$ cat src/rtl/max_pool_stream_ctrl.sv
`default_nettype none
// ============================================================================
// Module      : max_pool_stream_ctrl
// Description : Streaming 2x2 / stride-2 max-pooling controller for
//               half-precision feature maps. Pixels arrive in raster order
//               (column fastest, then row, then channel). One pooled element
//               is produced per 2x2 window in channel / pooled row / pooled
//               column order.
// Revision    : 1.0 - initial release
// ----------------------------------------------------------------------------
// Ports
//   clk        in   sole clock, rising edge
//   reset      in   synchronous active-high reset
//   start      in   one-cycle pulse that begins a frame (honoured in IDLE only)
//   in_data    in   input pixel (IEEE-754 half bit pattern)
//   in_valid   in   in_data is valid
//   in_ready   out  pixel accepted this cycle when in_valid is also high
//   out_data   out  pooled element
//   out_valid  out  out_data is valid
//   out_ready  in   downstream accepts out_data
//   busy       out  frame in progress (cycle after start until done)
//   done       out  pulse on the handshake of the last pooled element
// ============================================================================
module max_pool_stream_ctrl #(
  parameter int DATA_WIDTH = 16,
  parameter int InputH     = 28,
  parameter int InputW     = 28,
  parameter int Depth      = 1
) (
  input  logic                  clk,
  input  logic                  reset,
  input  logic                  start,
  input  logic [DATA_WIDTH-1:0] in_data,
  input  logic                  in_valid,
  output logic                  in_ready,
  output logic [DATA_WIDTH-1:0] out_data,
  output logic                  out_valid,
  input  logic                  out_ready,
  output logic                  busy,
  output logic                  done
);

  // Column counter is at least 2 bits so that col[COL_W-1:1] is always a
  // legal row-buffer index, even for a 2-pixel-wide map.
  localparam int COL_W     = ($clog2(InputW) < 2) ? 2 : $clog2(InputW);
  localparam int ROW_W     = ($clog2(InputH) < 1) ? 1 : $clog2(InputH);
  localparam int CH_W      = (Depth > 1) ? $clog2(Depth) : 1;
  localparam int BUF_DEPTH = 1 << (COL_W - 1);

  typedef enum logic [1:0] {
    IDLE  = 2'd0,
    RUN   = 2'd1,
    DRAIN = 2'd2
  } state_t;

  state_t state, state_next;

  logic [COL_W-1:0]      col;
  logic [ROW_W-1:0]      row;
  logic [CH_W-1:0]       ch;
  logic [DATA_WIDTH-1:0] pair_reg;
  logic [DATA_WIDTH-1:0] row_buf [BUF_DEPTH];

  logic                  accept;
  logic                  last_col, last_row, last_ch, last_pixel;
  logic [COL_W-2:0]      buf_idx;
  logic [DATA_WIDTH-1:0] pair_max, pool_max;

  // Max of two half-precision patterns. 'first' is the operand received
  // earlier and wins every tie. +0 and -0 count as equal, so the earlier
  // zero is kept. NaN/Inf are ordered purely by sign and magnitude bits.
  function automatic logic [DATA_WIDTH-1:0] half_max(
    input logic [DATA_WIDTH-1:0] first,
    input logic [DATA_WIDTH-1:0] second
  );
    logic [DATA_WIDTH-2:0] mag_f;
    logic [DATA_WIDTH-2:0] mag_s;
    logic                  second_wins;
    mag_f = first[DATA_WIDTH-2:0];
    mag_s = second[DATA_WIDTH-2:0];
    if ((mag_f == '0) && (mag_s == '0)) begin
      second_wins = 1'b0;
    end else if (first[DATA_WIDTH-1] != second[DATA_WIDTH-1]) begin
      second_wins = !second[DATA_WIDTH-1];
    end else if (!first[DATA_WIDTH-1]) begin
      second_wins = (mag_s > mag_f);
    end else begin
      second_wins = (mag_s < mag_f);
    end
    return second_wins ? second : first;
  endfunction

  assign accept     = in_valid && in_ready;
  assign last_col   = (col == COL_W'(InputW - 1));
  assign last_row   = (row == ROW_W'(InputH - 1));
  assign last_ch    = (ch == CH_W'(Depth - 1));
  assign last_pixel = last_col && last_row && last_ch;
  assign buf_idx    = col[COL_W-1:1];

  // Pair max: stored even-column pixel vs. current odd-column pixel.
  // Pool max: the upper row's pair (buffered earlier) vs. this row's pair.
  assign pair_max = half_max(pair_reg, in_data);
  assign pool_max = half_max(row_buf[buf_idx], pair_max);

  // --------------------------------------------------------------------------
  // FSM
  // --------------------------------------------------------------------------
  always_ff @(posedge clk) begin
    if (reset) begin
      state <= IDLE;
    end else begin
      state <= state_next;
    end
  end

  always_comb begin
    state_next = state;
    in_ready   = 1'b0;
    busy       = 1'b0;
    done       = 1'b0;
    case (state)
      IDLE: begin
        if (start) begin
          state_next = RUN;
        end
      end
      RUN: begin
        busy     = 1'b1;
        // Stall input whenever a pooled element is waiting and cannot leave,
        // so a new load never overwrites an unaccepted output.
        in_ready = !out_valid || out_ready;
        if (in_valid && in_ready && last_pixel) begin
          state_next = DRAIN;
        end
      end
      DRAIN: begin
        busy = 1'b1;
        // Only the final element can be pending here: every earlier one had
        // to be accepted before the last pixel was let in.
        if (out_valid && out_ready) begin
          done       = 1'b1;
          state_next = IDLE;
        end
      end
      default: begin
        state_next = IDLE;
      end
    endcase
  end

  // --------------------------------------------------------------------------
  // Position counters and horizontal pair register
  // --------------------------------------------------------------------------
  always_ff @(posedge clk) begin
    if (reset) begin
      col      <= '0;
      row      <= '0;
      ch       <= '0;
      pair_reg <= '0;
    end else if ((state == IDLE) && start) begin
      col <= '0;
      row <= '0;
      ch  <= '0;
    end else if (accept) begin
      if (!col[0]) begin
        pair_reg <= in_data;
      end
      if (last_col) begin
        col <= '0;
        if (last_row) begin
          row <= '0;
          ch  <= last_ch ? '0 : ch + CH_W'(1);
        end else begin
          row <= row + ROW_W'(1);
        end
      end else begin
        col <= col + COL_W'(1);
      end
    end
  end

  // Row buffer holds upper-row pair maxima; contents need no reset since
  // every entry is written on an even row before the odd row reads it.
  always_ff @(posedge clk) begin
    if (accept && col[0] && !row[0]) begin
      row_buf[buf_idx] <= pair_max;
    end
  end

  // --------------------------------------------------------------------------
  // Output register
  // --------------------------------------------------------------------------
  always_ff @(posedge clk) begin
    if (reset) begin
      out_valid <= 1'b0;
      out_data  <= '0;
    end else if (accept && col[0] && row[0]) begin
      // A load in the same cycle as a handshake replaces the element directly.
      out_valid <= 1'b1;
      out_data  <= pool_max;
    end else if (out_ready) begin
      out_valid <= 1'b0;
    end
  end

endmodule
`default_nettype wire

$ cat config.mk
export PLATFORM = sky130hd
export DESIGN_NAME = max_pool_stream_ctrl
export DESIGN_NICKNAME = d
export VERILOG_FILES = /design/src/rtl/max_pool_stream_ctrl.sv
export SDC_FILE = /design/constraint.sdc
export NUM_CORES = 1
export LEC_CHECK = 0
export CAP_MARGIN = 20
export CORE_MARGIN = 8
export CORE_UTILIZATION = 40
export DETAILED_ROUTE_END_ITERATION = 10
export REMOVE_ABC_BUFFERS = 1
export SLEW_MARGIN = 20
export SYNTH_ARGS = -nofsm -noshare
export SYNTH_HDL_FRONTEND = slang
export SYNTH_SLANG_ARGS = --single-unit
$ cat constraint.sdc
create_clock -name clk -period 7.5 [get_ports clk]
set_clock_uncertainty 0.15 [all_clocks]
set_input_delay 0.75 -clock clk [delete_from_list [all_inputs] [get_ports clk]]
set_output_delay 0.75 -clock clk [all_outputs]
set_load 0.02 [all_outputs]
# Word level (Yosys, flattened, before mapping)
# Memories as Yosys holds them, arrays and structs flattened. A register that Yosys moved wholly into a read port is not among the register bits.
# Cells that the tools add are included.
dict set report word_totals {
  register_bits 46
  latchBits 0
  ramBits 256
  mem_bits_ro 0
  out_inout_bits 20
  memories 1
}
# name depth width rd rd_ports_with_merged_regs wr line_no
set mem_list {}
lappend mem_list {row_buf 16 16 1 1 1 62} ;# logic [DATA_WIDTH-1:0] row_buf [BUF_DEPTH];
dict set report classes {
  addsub 3
  mul 0
  div_mod_pow 0
  magnitude_cmp 4
  eq_ne 9
  shift 0
  mux 25
  bitwise 3
  n_reduce_logical 29
}
# cell n
set ops {}
lappend ops {{15-bit zero test} 4}
lappend ops {{16-bit two-way mux} 2}
lappend ops {{15-bit > comparator} 2}
lappend ops {{15-bit less-than comparator} 2}
lappend ops {{1-bit two-way mux} 15}
lappend ops {{1-bit logical AND} 12}
lappend ops {{5-bit by 1-bit adder with 5-bit output (second input constant)} 2}
lappend ops {{5-bit equality test (second input constant)} 2}
lappend ops {{5-bit two-way mux} 2}
lappend ops {{3-bit AND reduction} 3}
lappend ops {{4-bit two-way mux} 2}
lappend ops {{2-bit two-way mux} 3}
lappend ops {{2-bit != test (second input constant)} 3}
lappend ops {{2-bit one-hot mux with 3 select lines} 1}
lappend ops {{1-bit zero test} 4}
lappend ops {{2-bit OR reduction} 2}
lappend ops {{1-bit inverter} 3}
lappend ops {{2-bit by 1-bit equality test with 1-bit output (second input constant)} 1}
lappend ops {{2-bit equality test (second input constant)} 1}
lappend ops {{2-bit zero test} 1}
lappend ops {{1-bit != test} 2}
lappend ops {{2-bit AND reduction} 1}
lappend ops {{2-bit nonzero test} 1}
lappend ops {{1-bit adder (second input constant)} 1}
lappend ops {{1-bit logical OR} 1}

# Logic depth before layout (Yosys ltp)
dict set report logic_depth {
  ltp_word 10
  ltp_mapped 20
}

# Least setup slack after synthesis
# OpenSTA, ideal clock, no wires.
dict set report synth_path {
  path_kind {input to register}
  startpoint {input in_data[6]}
  endpoint {register out_data[0]}
  setup_time_ps 91
  arrival_time_ps 5356
  path_slack_ps 1903
  stages 18
  n_path_buf 2
  path_cell_list {ha_1 > and4_1 > a21boi_0 > o21ai_0 > a21oi_1 > nor2_1 > clkbuf_1 > mux2_2 > ha_1 > a2111oi_0 > o21ai_0 > a221oi_1 > o2111ai_1 > o31ai_1 > o32a_1 > buf_4 > nand3_1 > a311oi_1}
}
dict set report synth_between {
  elab_chain_len 10
  word_cells_on_any_way 18
  cone_classes {4 x order compare; 1 x eq/ne; 8 x mux; 5 x reduce/logical}
}
# item line_no
set synth_lines {}
lappend synth_lines {{from (decl)} 33} ;# input logic [DATA_WIDTH-1:0] in_data,
lappend synth_lines {{15-bit > comparator / 15-bit less-than comparator (equally long branches)} {86, 88}}
lappend synth_lines {{1-bit two-way mux} 85} ;# end else if (!first[DATA_WIDTH-1]) begin
lappend synth_lines {{1-bit two-way mux} 83} ;# end else if (first[DATA_WIDTH-1] != second[DATA_WIDTH-1]) begin
lappend synth_lines {{1-bit two-way mux} 81} ;# if ((mag_f == '0) && (mag_s == '0)) begin
lappend synth_lines {{16-bit two-way mux (*)} 90} ;# return second_wins ? second : first;
lappend synth_lines {{15-bit > comparator / 15-bit less-than comparator (equally long branches)} {86, 88}}
lappend synth_lines {{1-bit two-way mux} 85}
lappend synth_lines {{1-bit two-way mux} 83}
lappend synth_lines {{1-bit two-way mux} 81}
lappend synth_lines {{16-bit two-way mux (*)} 90}
lappend synth_lines {{to (signal assigned)} 200} ;# out_data <= pool_max;
lappend synth_lines {{to (decl)} 36} ;# output logic [DATA_WIDTH-1:0] out_data,
# Every way passes the cells marked *; elsewhere a longest branch is shown, timed or not.
# A chain may end at the register's enable or synchronous reset.

# Final worst setup path
dict set report layout_path {
  startpoint {input in_data[10]}
  endpoint {register out_data[12]}
}
# Same word-level chain as after synthesis.

==> summary.md <==
| Metric | Value |
|---|---|
| Status | `finished, final reports clean` |
| Critical Path RT | `7.80 ns` |
| Routability cong. | `0.8693` |
| Synth Instances | `829` |
| # hold bufs at CTS | `0` |
| Vias in the first global route | `7532` |
| Commonest cells in the netlist | `256 x edfxtp_1, 68 x mux4_2, 68 x nand2_1` |
| Diode count | `0` |
| Via count | `7550` |
| Root Buffer | `clkbuf_16` |
| Netlist cell types | `57` |
| Placed standard-cell area | `14190 um^2` |
| Prevailing post-synth register cell | `edfxtp_1` |
| Ranking of synthesized cells by area | `edfxtp_1 59%, mux4_2 12%, dfxtp_1 7.5%` |
| Largest register FFs | `256` |
| Critical-path cell list | `clkdlybuf4s50_1 > ha_1 > a21oi_1 > o21ai_0 > a211oi_1 > a21oi_1 > nor2_1 > buf_4 > mux2_2 > ha_1 > a2111oi_0 > o21ai_0 > a221oi_1 > o2111ai_1 > o31ai_1 > o32a_1 > nand3_1 > a311oi_1` |
| R2R setup slack | `1.61 ns` |
| Num CTS Buffers | `31` |
| Fin Hold WS | `0.3353 ns` |
| Max-slew headroom | `0.3465` |
| Post-Route WL | `32150 um` |
| Post-synth ARST share | `0` |
| Average wire per standard cell | `23.67 um` |
| Die X | `197.2 um` |
| CTS tree | `done` |
| Cells on worst reg2reg path | `18` |
| Final ANT Viol Nets | `0` |
| Mapped cell area | `13140 um^2` |
| Post-CTS Setup Bufs | `0` |
| Total global-route track usage | `0.1644` |
| Setup-failing EPs final | `0` |
| YS warnings | `0` |
| Ports | `41` |
| Share of cells above drive strength 1 | `0.2031` |
| Worst Hold Class | `reg -> reg` |
| Max H-tree Level | `1` |
| Fmax | `162.0 MHz` |
| Max stage delay on crit path | `0.67 ns` |
| Most used standard cell by instance count after synthesis | `edfxtp_1` |
| Synth top area share | `0.5850` |
| First-pass GRT wire length | `48020 um` |
| Core ar. | `32450 um^2` |
| Port bufs | `40` |
| Hold Vio Cnt, Final | `0` |
| Die H | `197.2 um` |
| Number of max-cap violations | `0` |
| Drt first pass iters | `5` |
| Slew Limit Fails | `0` |
| Leakage power | `4.735 nW` |
| Fin cells | `1358` |
| Fin nets | `947` |
| Final period utilization | `0.8232` |
| Initial DRC count | `733` |
| Clock sink count | `305` |
| Hold depth | `2` |
| Crit Path Category | `in -> reg` |
| Die area | `38910 um^2` |
| DP Wirelength | `20430 um` |
| Synth area leader | `edfxtp_1` |
| Largest net degree at the start of global routing | `41` |
| Critical path capture point type | `register` |
| Pwr per Cell Area | `229.4 nW/um^2` |
| Clk buf depth | `3` |
| Worst-margin pin slew | `0.9722 ns` |
| Minimum clock period | `6.174 ns` |
| Initial Util | `0.4049` |
| Number of flops mapped to enable cells by yosys | `256` |
| CP arrival | `6.47 ns` |
| Finished Cell Area | `15130 um^2` |
| Post-cts resize count | `0` |
| Via density | `5.560` |
| Total negative slack | `0 ns` |
| RR Startpoint | `pair_reg[10]` |
| Row Count | `66` |
| Mean Syn Cell Area | `15.85 um^2` |
| DP Cell Count | `1300` |
| Crit-path slowest cell | `o32a_1` |
| Area Growth Syn to Fin | `15.15%` |
| Hold_sp | `pair_reg[8]` |
| Latest clock arrival within the worst-skew pair | `0.55 ns` |
| Max IR drop VDD | `0.0001678 V` |
| Worst Setup Start Kind | `primary input` |
| GRT overflow | `0` |
| Yosys reg bits | `305` |
| Initial antenna violation count | `0` |
| CP max FO | `15` |
| DRC Markers | `0` |
| Sequential element share of the synthesized area | `0.6597` |
| RSZ-0062 raised after global routing | `no` |
| Final worst slack | `1.326 ns` |
| CTS clk-pin slew, worst paths | `0.06 ns` |
| Place WS | `0.9084 ns` |
| Crit path from | `in_data[10]` |
## power breakdown
group	switching, mW	total, mW	internal, mW
Sequential	0.00754	1.87	1.86
Clock	0.613	1.43	0.818
Combinational	0.115	0.175	0.0604
Total	0.736	3.47	2.74
## worst max-delay path, delay by kind of cell
| kind | cells | cell delay, ns |
|---|---|---|
| buffers and inverters | 2 | 0.77 |
| AO/OA/AOI/OAI | 11 | 3.37 |
| adder cells (fa/ha/maj) | 2 | 0.68 |
| AND/OR/NAND/NOR | 2 | 0.54 |
| multiplexers | 1 | 0.36 |
## cell type report
class	count	area [um^2]
fillers	2803	17320
flip-flops and latches	305	8675
multi-input cells	450	4220
clock buffers	47	855.8
repair buffers	69	618.1
well taps	442	553.0
inverters	34	127.6
clock inverters	11	81.33
## cell families after synthesis
kind of cell,count (synthesis),share of synthesized area
AO/OA/AOI/OAI,112,0.05685
XOR/XNOR,4,0.002667
adder cells (fa/ha/maj),35,0.03333
buffers and inverters,74,0.02542
flip-flops,305,0.6597
multiplexers,113,0.1535
AND/OR/NAND/NOR,186,0.06856
## layout by cell type (no fill, tap or decap), drive strengths merged, types with 14 or more instances in the layout
cell / instances
nor4: 14
clkdlybuf4s50: 40
buf: 29
edfxtp: 256
nor3: 15
mux4: 68
dfxtp: 49
a21oi: 37
o21ai: 24
clkbuf: 47
mux2: 28
inv: 35
nor2: 33
ha: 35
mux2i: 17
nand3: 19
nand2: 68
## routing by layer
layer	track usage	wire length (um)	share of wire	vias up
li1	-	-	-	3398
met1	0.2401	14810	0.46	3885
met2	0.2559	14940	0.46	212
met3	0.02385	1615	0.050	55
met4	0.03929	783	0.024	0
met5	0	0	0	-
## final timing paths
| path | end |
|---|---|
| setup / recovery | out_data[12] |
| hold / removal | pair_reg[8] |
| setup reg to reg | out_data[12] |
| hold reg to reg | pair_reg[8] |
## through the flow
stage,total power [mW],util
detailed placement,2.075,0.4374
floorplan,2.005,-
global route,3.586,0.4662
CTS,3.509,0.4662
global placement,2.073,0.4374
finish,3.472,0.4662
Power figures use the tool's default switching activity.
